--- config.mk ---
export PLATFORM = sky130hd
export DESIGN_NAME = pong_scoreboard_flat
export DESIGN_NICKNAME = d
export VERILOG_FILES = /design/src/rtl/pong_pkg.sv /design/src/rtl/pong_scoreboard_if.sv /design/src/rtl/seg7_decode.sv /design/src/rtl/pong_scoreboard.sv /design/src/flat_wrapper.sv
export SDC_FILE = /design/constraint.sdc
export NUM_CORES = 1
export LEC_CHECK = 0
export BUFFER_PORTS_ARGS = -buffer_cell sky130_fd_sc_hd__buf_2
export CORE_AREA = 5 5 70 72
export CTS_CLUSTER_DIAMETER = 40
export CTS_CLUSTER_SIZE = 30
export DETAILED_ROUTE_END_ITERATION = 16
export DIE_AREA = 0 0 75 77
export MAX_ROUTING_LAYER = met4
export PLACE_DENSITY = 0.78
export SLEW_MARGIN = 5
export SYNTH_ARGS = -nofsm -noshare
export SYNTH_HDL_FRONTEND = slang
export SYNTH_HIERARCHICAL = 1
export SYNTH_SLANG_ARGS = --single-unit
--- constraint.sdc ---
create_clock -name clk -period 3.6 [get_ports clk]
set_input_delay 0.72 -clock clk [delete_from_list [all_inputs] [get_ports clk]]
set_output_delay 0.72 -clock clk [all_outputs]
set_load 0.02 [all_outputs]
--- src/rtl/pong_pkg.sv ---
// Shared types and constants for the pong scoreboard.
// Holds the game state enum, the default win score and special segment glyphs.
// Segment constants are active-low in {g,f,e,d,c,b,a} order.
package pong_pkg;

  typedef enum logic [0:0] {
    PLAY      = 1'b0,
    GAME_OVER = 1'b1
  } state_t;

  localparam int WIN_SCORE_DEF = 5;

  localparam logic [6:0] SEG_BLANK = 7'h7F;
  localparam logic [6:0] SEG_P     = 7'b0001100;
  localparam logic [6:0] SEG_ZERO  = 7'b1000000;

endpackage

--- src/rtl/pong_scoreboard_if.sv ---
// Bundle between the drawing stage / board I/O and the scoreboard.
// Master drives wall-hit levels and new_game; slave returns scores and display.
// Plain level signals, no handshake: the scoreboard samples every clock.
interface pong_scoreboard_if;
  logic       right_hit;
  logic       left_hit;
  logic       new_game;
  logic [3:0] score_p1;
  logic [3:0] score_p2;
  logic       game_over;
  logic       winner;
  logic [6:0] seg;
  logic [3:0] an;

  modport master (
    output right_hit, left_hit, new_game,
    input  score_p1, score_p2, game_over, winner, seg, an
  );

  modport slave (
    input  right_hit, left_hit, new_game,
    output score_p1, score_p2, game_over, winner, seg, an
  );
endinterface

--- src/rtl/seg7_decode.sv ---
// Combinational 4-bit value to active-low 7-segment glyph {g,f,e,d,c,b,a}.
// Zero latency; decimal digits 0-9, anything else is blank.
// No flow control.
module seg7_decode
  import pong_pkg::*;
(
  input  logic [3:0] val,
  output logic [6:0] seg
);

  // Standard decimal glyph table.
  always_comb begin
    seg = SEG_BLANK;
    case (val)
      4'd0: seg = 7'b1000000;
      4'd1: seg = 7'b1111001;
      4'd2: seg = 7'b0100100;
      4'd3: seg = 7'b0110000;
      4'd4: seg = 7'b0011001;
      4'd5: seg = 7'b0010010;
      4'd6: seg = 7'b0000010;
      4'd7: seg = 7'b1111000;
      4'd8: seg = 7'b0000000;
      4'd9: seg = 7'b0010000;
      default: seg = SEG_BLANK;
    endcase
  end

endmodule

--- src/rtl/pong_scoreboard.sv ---
// Two-player pong scoring, winner detection and 4-digit multiplexed display.
// Scores update on the edge a hit is first seen; seg/an lag digit_sel by one edge.
// No backpressure: hit levels are edge-detected every clock.
module pong_scoreboard
  import pong_pkg::*;
#(
  parameter int WIN_SCORE   = WIN_SCORE_DEF,
  parameter int REFRESH_DIV = 6250
) (
  input  logic             clk,
  input  logic             reset,
  pong_scoreboard_if.slave bus
);

  localparam logic [3:0] WIN_VAL = 4'(WIN_SCORE);
  localparam int         CNT_W   = (REFRESH_DIV > 1) ? $clog2(REFRESH_DIV) : 1;
  localparam logic [CNT_W-1:0] CNT_MAX = CNT_W'(REFRESH_DIV - 1);

  state_t           state, state_nxt;
  logic [3:0]       score_p1, score_p1_nxt;
  logic [3:0]       score_p2, score_p2_nxt;
  logic             winner, winner_nxt;
  logic             right_q, left_q;
  logic             right_ev, left_ev;
  logic [CNT_W-1:0] refresh_cnt;
  logic [1:0]       digit_sel;
  logic [3:0]       digit_val;
  logic             digit_is_p;
  logic [6:0]       seg_dec;
  logic [6:0]       seg_q;
  logic [3:0]       an_q;

  // Hit history always tracks the inputs, so a level held through reset never scores.
  always_ff @(posedge clk) begin
    right_q <= bus.right_hit;
    left_q  <= bus.left_hit;
  end

  assign right_ev = bus.right_hit & ~right_q;
  assign left_ev  = bus.left_hit  & ~left_q;

  // Game state and score registers.
  always_ff @(posedge clk) begin
    if (reset) begin
      state    <= PLAY;
      score_p1 <= 4'd0;
      score_p2 <= 4'd0;
      winner   <= 1'b0;
    end else begin
      state    <= state_nxt;
      score_p1 <= score_p1_nxt;
      score_p2 <= score_p2_nxt;
      winner   <= winner_nxt;
    end
  end

  // Scoring and win detection; simultaneous hits cancel each other.
  always_comb begin
    state_nxt    = state;
    score_p1_nxt = score_p1;
    score_p2_nxt = score_p2;
    winner_nxt   = winner;
    case (state)
      PLAY: begin
        if (right_ev && !left_ev) begin
          score_p1_nxt = score_p1 + 4'd1;
          if (score_p1_nxt == WIN_VAL) begin
            state_nxt  = GAME_OVER;
            winner_nxt = 1'b0;
          end
        end else if (left_ev && !right_ev) begin
          score_p2_nxt = score_p2 + 4'd1;
          if (score_p2_nxt == WIN_VAL) begin
            state_nxt  = GAME_OVER;
            winner_nxt = 1'b1;
          end
        end
      end
      GAME_OVER: begin
        if (bus.new_game) begin
          state_nxt    = PLAY;
          score_p1_nxt = 4'd0;
          score_p2_nxt = 4'd0;
          winner_nxt   = 1'b0;
        end
      end
    endcase
  end

  // Refresh divider stepping the digit selector once per REFRESH_DIV clocks.
  always_ff @(posedge clk) begin
    if (reset) begin
      refresh_cnt <= '0;
      digit_sel   <= 2'd0;
    end else if (refresh_cnt == CNT_MAX) begin
      refresh_cnt <= '0;
      digit_sel   <= digit_sel + 2'd1;
    end else begin
      refresh_cnt <= refresh_cnt + 1'b1;
    end
  end

  // Digit content mux; 4'hF decodes to blank.
  always_comb begin
    digit_val  = 4'hF;
    digit_is_p = 1'b0;
    case (digit_sel)
      2'd3: digit_val = score_p1;
      2'd0: digit_val = score_p2;
      2'd2: digit_is_p = (state == GAME_OVER);
      2'd1: if (state == GAME_OVER) digit_val = winner ? 4'd2 : 4'd1;
    endcase
  end

  seg7_decode u_dec (
    .val (digit_val),
    .seg (seg_dec)
  );

  // Register segments and anodes together so they always match.
  always_ff @(posedge clk) begin
    if (reset) begin
      seg_q <= SEG_ZERO;
      an_q  <= 4'b1110;
    end else begin
      seg_q <= digit_is_p ? SEG_P : seg_dec;
      an_q  <= ~(4'b0001 << digit_sel);
    end
  end

  assign bus.score_p1  = score_p1;
  assign bus.score_p2  = score_p2;
  assign bus.game_over = (state == GAME_OVER);
  assign bus.winner    = winner;
  assign bus.seg       = seg_q;
  assign bus.an        = an_q;

endmodule

--- src/flat_wrapper.sv ---
// flat-port wrapper written by rule: the top's interface ports become plain ports
module pong_scoreboard_flat import pong_pkg::*;
#(
  parameter int WIN_SCORE   = WIN_SCORE_DEF,
  parameter int REFRESH_DIV = 6250
)
  (clk, reset, bus_right_hit, bus_left_hit, bus_new_game, bus_score_p1, bus_score_p2, bus_game_over, bus_winner, bus_seg, bus_an);
  pong_scoreboard_if bus_i ();
  input  logic clk;
  input  logic reset;
  input wire logic [$bits(bus_i.right_hit)-1:0] bus_right_hit;
  input wire logic [$bits(bus_i.left_hit)-1:0] bus_left_hit;
  input wire logic [$bits(bus_i.new_game)-1:0] bus_new_game;
  output wire logic [$bits(bus_i.score_p1)-1:0] bus_score_p1;
  output wire logic [$bits(bus_i.score_p2)-1:0] bus_score_p2;
  output wire logic [$bits(bus_i.game_over)-1:0] bus_game_over;
  output wire logic [$bits(bus_i.winner)-1:0] bus_winner;
  output wire logic [$bits(bus_i.seg)-1:0] bus_seg;
  output wire logic [$bits(bus_i.an)-1:0] bus_an;
  assign bus_i.right_hit = bus_right_hit;
  assign bus_i.left_hit = bus_left_hit;
  assign bus_i.new_game = bus_new_game;
  assign bus_score_p1 = bus_i.score_p1;
  assign bus_score_p2 = bus_i.score_p2;
  assign bus_game_over = bus_i.game_over;
  assign bus_winner = bus_i.winner;
  assign bus_seg = bus_i.seg;
  assign bus_an = bus_i.an;
  pong_scoreboard #(.WIN_SCORE(WIN_SCORE), .REFRESH_DIV(REFRESH_DIV)) u_core (.clk(clk), .reset(reset), .bus(bus_i));
endmodule
## Word level (Yosys, flattened, before mapping)

Memory sizes are Yosys's and may differ from the RTL's.
Cells that the tools add are included.

| storage, ports and cells | value |
|---|---|
| flip-flop bits (word level) | 38 |
| bits in latches | 0 |
| memory bits (writable) | 0 |
| ROM bits | 112 |
| input port bits | 5 |
| output and inout bits | 21 |
| logic and storage cells | 69 |
| memories kept | 1 |

Memory list:

| name | depth | bits a word | read ports | clocked after Yosys merged registers in | write ports | RTL line | RTL |
|---|---|---|---|---|---|---|---|
| (no name shown) | 16 | 7 | 1 | 0 | 0 | seg7_decode.sv:14 | `case (val)` |

| cells by class | value |
|---|---|
| add/sub/neg operators | 4 |
| $mul | 0 |
| div/mod/pow operators | 0 |
| magnitude comparators | 0 |
| equality and inequality tests | 13 |
| shift operators | 1 |
| mux-type cells | 23 |
| bitwise operators | 6 |
| reductions and logical operators | 10 |

Operators by type and width:

| operator | count |
|---|---|
| 4-bit 2-to-1 mux | 5 |
| 4-bit one-hot mux with 2 select lines | 2 |
| 13-bit by 1-bit adder with 13-bit output (second input constant) | 1 |
| 13-bit equality test (second input constant) | 1 |
| 4-bit one-hot mux with 3 select lines | 1 |
| 1-bit 2-to-1 mux | 11 |
| 4-bit by 1-bit adder with 4-bit output (second input constant) | 2 |
| 4-bit by 3-bit equality test with 1-bit output (second input constant) | 2 |
| 7-bit 2-to-1 mux | 1 |
| 3-bit by 1-bit inequality test with 1-bit output (second input constant) | 2 |
| 2-bit equality test (second input constant) | 2 |
| 2-bit by 1-bit inequality test with 1-bit output (second input constant) | 2 |
| 2-bit inequality test (second input constant) | 2 |
| 4-bit inverter | 1 |
| 1-bit one-hot mux with 2 select lines | 2 |
| 4-bit AND reduction | 1 |
| 2-bit OR reduction | 2 |
| 1-bit by 2-bit left shift with 4-bit output (first input constant) | 1 |
| 3-bit inequality test (second input constant) | 1 |
| 1-bit inverter | 3 |
| 3-bit AND reduction | 1 |
| 2-bit by 1-bit adder with 2-bit output (second input constant) | 1 |
| 1-bit AND | 2 |
| 2-bit by 1-bit equality test with 1-bit output (second input constant) | 1 |
| other kinds (5) | 7 |

## Logic depth before layout (Yosys ltp)

| logic depth | value |
|---|---|
| depth in word-level cells | 7 |
| mapped depth | 11 |
| mapped depth without buffers | 11 |

## Hierarchy

Netlist, hierarchy kept.

Modules (own cells, without submodules):

| module | times used | cells each | area an instance (um2) | seq. area each (um2) |
|---|---|---|---|---|
| pong_scoreboard | 1 | 194 | 1776.7 | 760.7 |
| seg7_decode | 1 | 33 | 210.2 | 0.0 |

## Worst setup path before layout

Ideal clock, no wire load.

| timing | value |
|---|---|
| kind | input to register |
| start | input bus_right_hit |
| end | register u_core.winner, in the netlist u_core/bus.winner |
| library setup time | 0.121 ns |
| data arrival time | 1.851 ns |
| data required time | 3.479 ns |
| slack | 1.628 ns |
| stages | 7 |
| buffers on the path | 1 |
| path through | nor2b_1 > ha_1 > buf_6 > or3b_1 > o22ai_2 > o21ai_1 > mux2i_1 |

| between the ends | value |
|---|---|
| cells in the longest elaborated chain, start to end | 5 |
| elaborated cells between the ends (all ways) | 10 |
| classes of those cells | eq/ne: 3; mux: 2; bitwise: 1; reduce/logical: 4 |

Ends and longest elaborated chain:

| what | RTL line | RTL |
|---|---|---|
| start, declared | flat_wrapper.sv:11 | `input wire logic [$bits(bus_i.right_hit)-1:0] bus_right_hit;` |
| 1-bit AND * | pong_scoreboard.sv:39 | `assign right_ev = bus.right_hit & ~right_q;` |
| 1-bit logical NOT | pong_scoreboard.sv:71 | `end else if (left_ev && !right_ev) begin` |
| 1-bit logical AND | pong_scoreboard.sv:71 |  |
| 3-bit by 1-bit inequality test with 1-bit output (no line) | - |  |
| 4-bit AND reduction (no line) | - |  |
| end signal, assigned | pong_scoreboard.sv:53 | `winner <= winner_nxt;` |
| end, declared | pong_scoreboard.sv:22 | `logic winner, winner_nxt;` |

Mark *: on every way between the ends. The rest lies on a longest branch, timed or not.
A chain may end at the register's enable or synchronous reset.

## Worst setup path in the final report

| timing | value |
|---|---|
| start | register u_core.digit_sel[0] |
| end | register u_core.seg_q[3], in the netlist u_core/bus.seg[3] |

| between the ends | value |
|---|---|
| cells in the longest elaborated chain, start to end | 4 |
| elaborated cells between the ends (all ways) | 8 |
| classes of those cells | eq/ne: 3; mux: 3; reduce/logical: 1; memory: 1 |

Ends and longest elaborated chain:

| what | RTL line | RTL |
|---|---|---|
| start, declared | pong_scoreboard.sv:26 | `logic [1:0] digit_sel;` |
| start signal, assigned | pong_scoreboard.sv:97 | `digit_sel <= digit_sel + 2'd1;` |
| 2-bit by 1-bit equality test with 1-bit output (tied with other cells) | pong_scoreboard.sv:107 | `case (digit_sel)` |
| 4-bit one-hot mux with 3 select lines * | pong_scoreboard.sv:107 |  |
| via u_core.digit_val[0] | pong_scoreboard.sv:27 | `logic [3:0] digit_val;` |
| memory read 16 x 7 bit * | - |  |
| via u_core.seg_dec[3] | pong_scoreboard.sv:29 | `logic [6:0] seg_dec;` |
| 7-bit 2-to-1 mux * | pong_scoreboard.sv:126 | `seg_q <= digit_is_p ? SEG_P : seg_dec;` |
| end signal, assigned | pong_scoreboard.sv:126 |  |
| end, declared | pong_scoreboard.sv:30 | `logic [6:0] seg_q;` |

The timed path passes the listed nets; every way through them passes the cells marked *.

==> flow_summary.json <==
{
  "status": "finished, final reports clean",
  "drc_errors": 0,
  "critical_path.startpoint_type": "register",
  "power_leakage_nw": 0.989,
  "vias": 1571,
  "dieArea_um2": 5780,
  "slew_violations": 0,
  "numCtsBuffers": 5,
  "required_ps": 3770,
  "antenna_found_initial": 0,
  "cts.sinks": 38,
  "area_delta_synth_final_pct": 14.4,
  "total_power_w": 0.000939,
  "reg2regPathDepth": 10,
  "setup_tns_ps": 0,
  "place_area_um2": 2130,
  "routabilityCongestion": 0.869,
  "wl_per_cell_um": 12.2,
  "arrival_ps": 2380,
  "powerDensity_nw_per_um2": 413,
  "crit_fanout": 5,
  "async_flop_share_pct": 0,
  "synthCells": 227,
  "peakVddDrop_uv": 216,
  "synth_top_cell_by_area": "dfxtp_1",
  "cts_tree": "yes",
  "yosys_warnings": 6,
  "rsz0062_at_grt": "false",
  "post_cts_resized": 0,
  "netlist-cell-type-count": 46,
  "grt_overflow": 0,
  "finalCritPeriodShare_pct": 61.4,
  "synth_area_um2": 1990,
  "yosys.area.top_type_share_pct": 38.3,
  "seq_area_frac_synth_pct": 38.3,
  "grt_pass1_vias": 1478,
  "synth.most_common_cell": "dfxtp_1",
  "syn-mean-instance-area_um2": 8.75,
  "start_util_pct": 46.9,
  "rows": 24,
  "synth_edf_count": 0,
  "synth_seq_cells": 38,
  "clock_path_buffers": 2,
  "synth_common_cells": "dfxtp_1, nor2_1, ha_1, nand2_1, a21oi_1",
  "end_kind": "register",
  "postRouteAntennaNets": 0,
  "r2r_end": "u_core/bus.seg[3]",
  "wl_um": 3720,
  "fin_cells": 305,
  "coreArea_um2": 4230,
  "slew_headroom_pct": 62.2,
  "die_h_um": 77,
  "synthTopCellsByArea": "dfxtp_1, ha_1, nor2_1, a21oi_1, nand2_1",
  "viasPerCell": 5.15,
  "hold_violations": 0,
  "cts.clk_slew.worst_paths_ps": 80,
  "dp.cells": 297,
  "fin_area_um2": 2270,
  "min_path_cells": 1,
  "worst_skew_pair.late_latency_ps": 290,
  "drt_iter0_markers": 130,
  "ctsHoldBuffers": 0,
  "critPathKind": "reg -> reg",
  "drive_gt1_share_pct": 15.8,
  "grt_max_degree": 23,
  "reg2reg_from": "u_core/digit_sel[0]",
  "drv_cap": 0,
  "worst_pin_slew_ps": 567,
  "syn-num-nets": 250,
  "crit_start": "u_core/digit_sel[0]",
  "grt_usage_pct": 14.3,
  "num_io_pins": 26,
  "critical_path.endpoint": "u_core/bus.seg[3]",
  "numPortBuffers": 25,
  "finalNetCount": 275,
  "die_x_um": 75,
  "setup_violations": 0,
  "r2r_slack_ps": 1390,
  "ctsHtreeMaxLevel": 2,
  "grt_pass1_wl_um": 6410,
  "antenna_cells": 0,
  "dp_hpwl_um": 2660,
  "fmax_mhz": 452,
  "drt_pre_antenna_iters": 4,
  "skew_ps": 4.83,
  "cts_root_buf": "clkbuf_8",
  "hp-class": "reg -> reg",
  "fin_crit_ps": 2210,
  "cts_setup_buffers": 0,
  "synth_flop_cell": "dfxtp_1"
}
## cell families (layout without fill, tap and decap cells)
family	after synthesis	in the layout	share of synthesized area (%)
adder cells (fa/ha/maj)	18	18	11.3
flip-flops	38	38	38.3
buffers and inverters	21	47	5.04
AO/OA/AOI/OAI	42	42	14.0
multiplexers	4	4	2.02
XOR/XNOR	12	12	5.29
AND/OR/NAND/NOR	92	92	24.0
## flip-flops by register name (all words and copies together), names as in the netlist, 2 cells and up
signal / cells
u_core/bus.an: 4
u_core/bus.score_p1: 4
u_core/digit_sel: 2
u_core/refresh_cnt: 13
u_core/bus.seg: 7
u_core/bus.score_p2: 4
## power by group
part           switching [W]  total (W)  internal (W)
Clock               0.000152   0.000447      0.000296
Combinational      0.0000337  0.0000561     0.0000224
Sequential        0.00000745   0.000436      0.000428
Total               0.000193   0.000939      0.000746
## metal layers
layer  share of wire (%)  track usage (%)  up-vias  wire, um
met5                   0                -        -         0
met1                  46             17.0      719      1710
met4                 1.6             6.41        0        59
li1                    -                -      819         -
met2                  48             22.2       27      1770
met3                 4.8             3.92        6       179
## through the flow
step / hold slack (ps) / setup WS (ps) / utilization (%)
after global placement: 457 / 1450 / 50.3
final: 483 / 1390 / 53.7
after floorplan: 441 / 1630 / -
after detailed placement: 470 / 1410 / 50.3
after global routing: 523 / 1180 / 53.7
after CTS: 489 / 1410 / 53.7
## final cells by class
type / count / area [um^2]
inverters: 14 / 52.6
clock inverters: 2 / 60.1
fillers: 385 / 1960
well taps: 52 / 65.1
clock buffers: 6 / 82.6
flip-flops and latches: 38 / 761
multi-input cells: 168 / 1130
repair buffers: 25 / 125
## worst min-delay path by stage
stage / from / endpoint / slack (ps)
2_1_floorplan: u_core/refresh_cnt[0] / u_core/refresh_cnt[0] / 440
3_3_place_gp: u_core/refresh_cnt[0] / u_core/refresh_cnt[0] / 460
3_5_place_dp: u_core/refresh_cnt[0] / u_core/refresh_cnt[0] / 470
4_1_cts: u_core/refresh_cnt[0] / u_core/refresh_cnt[0] / 490
5_1_grt: u_core/refresh_cnt[0] / u_core/refresh_cnt[0] / 520
6_report: u_core/refresh_cnt[0] / u_core/refresh_cnt[0] / 480
## layout by cell type (no fill, tap or decap), types with 2 or more instances in the layout
master,count
clkbuf_8,6
a311oi_1,2
and2_1,5
and3_1,4
o21ai_0,7
a21oi_1,15
ha_1,18
and4_1,2
nand4_1,2
xor2_1,6
a21o_1,3
a31oi_1,2
xnor2_1,6
buf_2,25
o21ai_1,3
nand2b_1,9
inv_1,13
a221o_1,2
nand3_1,5
nand4bb_1,2
a222oi_1,2
or3_1,2
nand2_1,18
bufinv_16,2
dfxtp_1,38
nor2_1,30
mux2i_1,4
nor2b_1,4
## critical path: stages, from the launching register on
cell and delay (ps):
dfxtp_1 360, inv_1 110, ha_1 280, a222oi_1 300, nand2_1 190, ha_1 230
or2_1 230, a21oi_2 150, a31oi_1 50, a21oi_1 130, nor2_1 50
Power figures use the tool's default switching activity.
